**src/rtl/stopwatch_ctrl_pkg.sv**
```systemverilog
// Shared types and constants for the mm:ss.fff stopwatch and its display driver.
package stopwatch_ctrl_pkg;

  typedef enum logic [1:0] {
    ST_IDLE  = 2'd0,
    ST_RUN   = 2'd1,
    ST_PAUSE = 2'd2
  } sw_state_e;

  localparam int BCD_W                 = 4;
  localparam int FRAC_W                = 10;
  localparam int DEFAULT_TICKS_PER_SEC = 1000;
  localparam int DEFAULT_MAX_MIN       = 59;

  typedef logic [BCD_W-1:0] bcd_digit_t;

  typedef struct packed {
    bcd_digit_t        min_tens;
    bcd_digit_t        min_ones;
    bcd_digit_t        sec_tens;
    bcd_digit_t        sec_ones;
    logic [FRAC_W-1:0] frac;
  } sw_time_t;

endpackage

```
**src/rtl/stopwatch_ctrl_toggle_edge_sync.sv**
```systemverilog
// Synchronizes slow divider toggles into the clk domain; the edge channel also
// yields a registered one-cycle pulse on each rising transition.
module toggle_edge_sync #(
  parameter int STAGES  = 2,
  parameter int LEVEL_W = 1
) (
  input  logic               clk,
  input  logic               rst,
  input  logic               din_edge,
  input  logic [LEVEL_W-1:0] din_level,
  output logic               rise,
  output logic [LEVEL_W-1:0] synced_level
);

  if (STAGES < 2) begin : g_bad_stages
    $error("toggle_edge_sync: STAGES must be at least 2");
  end

  logic [STAGES-1:0]              edge_q, edge_d;
  logic [STAGES-1:0][LEVEL_W-1:0] level_q, level_d;
  logic                           hist_q, hist_d;
  logic                           rise_q, rise_d;

  // New samples enter at index 0; the oldest (fully synchronized) sits at STAGES-1.
  always_comb begin
    edge_d  = {edge_q[STAGES-2:0], din_edge};
    level_d = {level_q[STAGES-2:0], din_level};
    hist_d  = edge_q[STAGES-1];
    rise_d  = edge_q[STAGES-1] & ~hist_q;
  end

  always_ff @(posedge clk) begin
    if (rst) begin
      edge_q  <= '0;
      level_q <= '0;
      hist_q  <= 1'b0;
      rise_q  <= 1'b0;
    end else begin
      edge_q  <= edge_d;
      level_q <= level_d;
      hist_q  <= hist_d;
      rise_q  <= rise_d;
    end
  end

  assign rise         = rise_q;
  assign synced_level = level_q[STAGES-1];

endmodule

```
**src/rtl/stopwatch_ctrl.sv**
```systemverilog
// mm:ss.fff stopwatch with start/stop/clear control, fed by the divider's
// millisecond and half-second toggles sampled as data on the system clock.
module stopwatch_ctrl
  import stopwatch_ctrl_pkg::*;
#(
  parameter int TICKS_PER_SEC = DEFAULT_TICKS_PER_SEC,
  parameter int MAX_MIN       = DEFAULT_MAX_MIN,
  parameter int SYNC_STAGES   = 2
) (
  input  logic              clk,
  input  logic              rst,
  input  logic              clk_milisec,
  input  logic              clk_500ms,
  input  logic              start,
  input  logic              stop,
  input  logic              clear,
  output logic [FRAC_W-1:0] frac,
  output logic [BCD_W-1:0]  sec_ones,
  output logic [BCD_W-1:0]  sec_tens,
  output logic [BCD_W-1:0]  min_ones,
  output logic [BCD_W-1:0]  min_tens,
  output logic              running,
  output logic              colon,
  output logic              wrap
);

  if (TICKS_PER_SEC > 1024 || TICKS_PER_SEC < 2) begin : g_bad_tps
    $error("stopwatch_ctrl: TICKS_PER_SEC must be in 2..1024 (frac is 10 bits)");
  end
  if (MAX_MIN < 0 || MAX_MIN > 59) begin : g_bad_max_min
    $error("stopwatch_ctrl: MAX_MIN must be in 0..59");
  end
  if (SYNC_STAGES < 2) begin : g_bad_sync
    $error("stopwatch_ctrl: SYNC_STAGES must be at least 2");
  end

  localparam logic [FRAC_W-1:0] FRAC_LAST = FRAC_W'(TICKS_PER_SEC - 1);
  localparam bcd_digit_t        MAXM_TENS = BCD_W'(MAX_MIN / 10);
  localparam bcd_digit_t        MAXM_ONES = BCD_W'(MAX_MIN % 10);

  logic tick;
  logic half_sec_lvl;

  toggle_edge_sync #(
    .STAGES  (SYNC_STAGES),
    .LEVEL_W (1)
  ) u_sync (
    .clk          (clk),
    .rst          (rst),
    .din_edge     (clk_milisec),
    .din_level    (clk_500ms),
    .rise         (tick),
    .synced_level (half_sec_lvl)
  );

  sw_state_e state_q, state_d;
  sw_time_t  time_q, time_d;
  logic      running_q, running_d;
  logic      colon_q, colon_d;
  logic      wrap_q, wrap_d;
  logic      count_en;

  always_comb begin
    state_d  = state_q;
    time_d   = time_q;
    wrap_d   = 1'b0;
    // A tick counts against the pre-edge state; clear always discards it.
    count_en = (state_q == ST_RUN) && tick && !clear;

    if (count_en) begin
      if (time_q.frac != FRAC_LAST) begin
        time_d.frac = time_q.frac + 1'b1;
      end else begin
        time_d.frac = '0;
        if (time_q.sec_ones != 4'd9) begin
          time_d.sec_ones = time_q.sec_ones + 4'd1;
        end else begin
          time_d.sec_ones = '0;
          if (time_q.sec_tens != 4'd5) begin
            time_d.sec_tens = time_q.sec_tens + 4'd1;
          end else begin
            time_d.sec_tens = '0;
            if (time_q.min_tens == MAXM_TENS && time_q.min_ones == MAXM_ONES) begin
              time_d.min_tens = '0;
              time_d.min_ones = '0;
              wrap_d          = 1'b1;
            end else if (time_q.min_ones != 4'd9) begin
              time_d.min_ones = time_q.min_ones + 4'd1;
            end else begin
              time_d.min_ones = '0;
              time_d.min_tens = time_q.min_tens + 4'd1;
            end
          end
        end
      end
    end

    if (clear) begin
      state_d = ST_IDLE;
      time_d  = '0;
    end else if (stop) begin
      if (state_q == ST_RUN) state_d = ST_PAUSE;
    end else if (start) begin
      if (state_q != ST_RUN) state_d = ST_RUN;
    end

    running_d = (state_d == ST_RUN);
    case (state_d)
      ST_RUN:   colon_d = half_sec_lvl;
      ST_PAUSE: colon_d = 1'b1;
      default:  colon_d = 1'b0;
    endcase
  end

  always_ff @(posedge clk) begin
    if (rst) begin
      state_q   <= ST_IDLE;
      time_q    <= '0;
      running_q <= 1'b0;
      colon_q   <= 1'b0;
      wrap_q    <= 1'b0;
    end else begin
      state_q   <= state_d;
      time_q    <= time_d;
      running_q <= running_d;
      colon_q   <= colon_d;
      wrap_q    <= wrap_d;
    end
  end

  assign frac     = time_q.frac;
  assign sec_ones = time_q.sec_ones;
  assign sec_tens = time_q.sec_tens;
  assign min_ones = time_q.min_ones;
  assign min_tens = time_q.min_tens;
  assign running  = running_q;
  assign colon    = colon_q;
  assign wrap     = wrap_q;

endmodule

```
**config.mk**
```make
export PLATFORM = sky130hd
export DESIGN_NAME = stopwatch_ctrl
export DESIGN_NICKNAME = d
export VERILOG_FILES = /design/src/rtl/stopwatch_ctrl_pkg.sv /design/src/rtl/stopwatch_ctrl_toggle_edge_sync.sv /design/src/rtl/stopwatch_ctrl.sv
export SDC_FILE = /design/constraint.sdc
export NUM_CORES = 1
export LEC_CHECK = 0
export BUFFER_PORTS_ARGS = -buffer_cell sky130_fd_sc_hd__buf_2
export CORE_ASPECT_RATIO = 0.75
export CORE_UTILIZATION = 40
export DETAILED_ROUTE_END_ITERATION = 10
export GPL_TIMING_DRIVEN = 1
export HOLD_SLACK_MARGIN = 0.03
export PLACE_DENSITY = 0.64
export SLEW_MARGIN = 20
export SYNTH_ARGS = -nofsm -noshare
export SYNTH_HDL_FRONTEND = slang
export SYNTH_HIERARCHICAL = 1
export SYNTH_SLANG_ARGS = --single-unit
```
**constraint.sdc**
```tcl
create_clock -name clk -period 2.9 [get_ports clk]
set_input_delay 0 -clock clk [delete_from_list [all_inputs] [get_ports clk]]
set_output_delay 0 -clock clk [all_outputs]
set_load 0.03 [all_outputs]
```
==> metrics.txt <==
post-route ant nets=0; critical path depth in cells=5; Core ar.=roughly 4100 um2; Max Clk Rate=0.534 GHz; max_cap viols=0; Vias/cell=5.10; setup repair after global routing missed its margin=false; Root Buffer Master=clkbuf_8; post-CTS setup buffers=0; Layout Skew=between 0.004 and 0.005 ns; Final min period=1.87 ns; number of global-route vias before repair=between 1,000 and 1,500; slowest CP cell=or4b_1; clk sink count=37; Critical Path Max Stage Delay=0.55 ns; warnings from Yosys=6; startpoint types=flop; initial antenna violation count=0; CTS tree=yes; final core utilization=51.4%; r2r worst-path depth=5; cts repair resizes=0; crit-path cells=ha_1 > and2_1 > nand4_2 > or4b_1 > a21oi_1; die area=between 4000 and 5000 um2; GRT overflow=0; final setup violation count=0; maximum buffer depth of the clock tree=2; Pins Over Slew Limit=0; Gate Count Post-Synth=199; Final GP Congestion=around 0.77; Rows=20; EDFF count, synth=0; Post-Syn Area=1760 um2; Reg clk slew, reported paths=0.07 ns; FILL cells=between 400 and 500; post-synthesis register bit count=37; residual DRC count=0; Diodes inserted=0; pwr dens=441 nW/um2; Total GRT Usage=17.2%; Hold Fails Final Rpt=0; Worst EP required=between 3 and 4 ns; placed cell area=1970 um2; number of H-tree levels=2; Max VDD drop=0.201 mV; status=finished clean; Worst Max-Slew Pin Slew=0.399 ns; drt wl/cell=12.4 um; Initial DRC Count=90; Synth async-reset ratio=0%; WS Path Type=reg2reg; Synth Net Count=211; library cells used by synthesis=41; Seq/Total Area, Yosys=between 40% and 50%; worst hold path class=in2reg; DIE WIDTH=78.6 um; post-route setup TNS=0 ns; Synth-to-Final Area Change=20.5%; Crit path arrival time=2.09 ns; clk_lat worst skew=0.29 ns; share of cells above drive strength 1=around 22%; CP Max Fanout=7; relative slew slack=between 70% and 80%; CTS buffer count=5; IO Pins=36; dpl hpwl=around 2600 um; power consumption=0.937 mW; first-pass detailed-route iteration total=4; Post-Route WL=about 3700 um; crit path capture type=flop; NumNets Final=252; area occupied by multi-input gates=about 950 um2; register area=741 um2; Die Y=around 59 um; dominant synthesized flop cell=dfxtp_1; hold slack=0.0914 ns; port bufs=35; largest net degree at the start of global routing=19; hold_buf cts=5; post-route cell area=2120 um2; Mapped Avg Cell Area=8.85 um2; WP buf/inv=0; Pleak=0.839 nW; first-pass GRT wire length=6180 um; initial core utilization=42.7%; hold path depth=4; fin crit share=64.6%; via count=1,511; Crit path max-delay family=simple AND/OR/NAND/NOR gates
[state kept, by name, indices dropped and copies added (netlist names), 2 cells and up]
signal	cells
frac	10
min_ones	4
min_tens	4
sec_ones	4
sec_tens	4
state_q	2
u_sync/edge_q	2
[per-layer routing]
metal | GRT usage, % | vias up | wire [um] | share of wire [%]
met3 | 4.77 | 7 | 159 | 4.3
met5 | 0 | - | 0 | 0
met1 | 24.4 | 679 | 2010 | 55
met2 | 24.7 | 30 | 1450 | 40
met4 | 6.35 | 0 | 50 | 1.4
li1 | - | 795 | - | -
[synthesized netlist by cell type (5+ instances only)]
cell | n | area share [%]
inv_1 | 9 | 1.9
dfxtp_1 | 37 | 42
nor2_1 | 22 | 4.7
nand2_1 | 13 | 2.8
o21ai_0 | 5 | 1.4
xnor2_1 | 8 | 4.0
nand3_1 | 8 | 2.3
nor4_1 | 5 | 1.8
a21oi_1 | 14 | 4.0
ha_1 | 5 | 3.6
nor2b_1 | 13 | 4.6
[metrics by stage]
step                      setup slack [ns]  std cells
after floorplan                      0.950        199
after global placement                1.07        283
after detailed placement              1.07        283
after CTS                             1.04        296
after global routing                 0.873        296
final                                 1.03        296
[layout make-up]
cell class | instances | area share (%)
multi-input cells | 147 | 44.9
flip-flops and latches | 37 | 34.9
repair buffers | 40 | 10.6
clock buffers | 7 | 4.54
well taps | 55 | 3.24
inverters | 9 | 1.59
clock inverters | 1 | 0.236
[worst paths after layout]
kind | to | slack, ns | start
setup / recovery | sec_tens[2]$_SDFFE_PP0P_ | 1.03 | frac[0]$_SDFFE_PP0P_
hold / removal | state_q[0]$_SDFF_PP0_ | 0.09 | stop
setup reg to reg | sec_tens[2]$_SDFFE_PP0P_ | 1.03 | frac[0]$_SDFFE_PP0P_
hold reg to reg | u_sync/rise$_SDFF_PP0_ | 0.41 | u_sync/hist_q$_SDFF_PP0_
[worst min-delay path: cells and delay by family]
kind,cells,cell delay (ns)
AO/OA/AOI/OAI,1,0.09
buffers and inverters,2,0.16
AND/OR/NAND/NOR,1,0.10
[cells in the final DEF (no fill, tap or decap), types with 7 or more instances in the layout]
cell type  count
nor2_1        22
inv_1          9
xnor2_1        8
clkbuf_8       7
a21oi_1       14
nand3_1        8
nor2b_1       13
buf_2         35
nand2_1       13
dfxtp_1       37
[power by group]
part,internal (mW),switching [mW]
Clock,0.215,0.180
Combinational,0.0130,0.0161
Sequential,0.512,0.00119
[cell families after synthesis]
group	after synthesis	synth area share, %
AND/OR/NAND/NOR	99	33.7
flip-flops	37	42.0
AO/OA/AOI/OAI	30	10.2
buffers and inverters	15	3.83
XOR/XNOR	10	4.97
adder cells (fa/ha/maj)	5	3.55
multiplexers	3	1.70
Note: power is estimated with default switching activity, not from simulation.
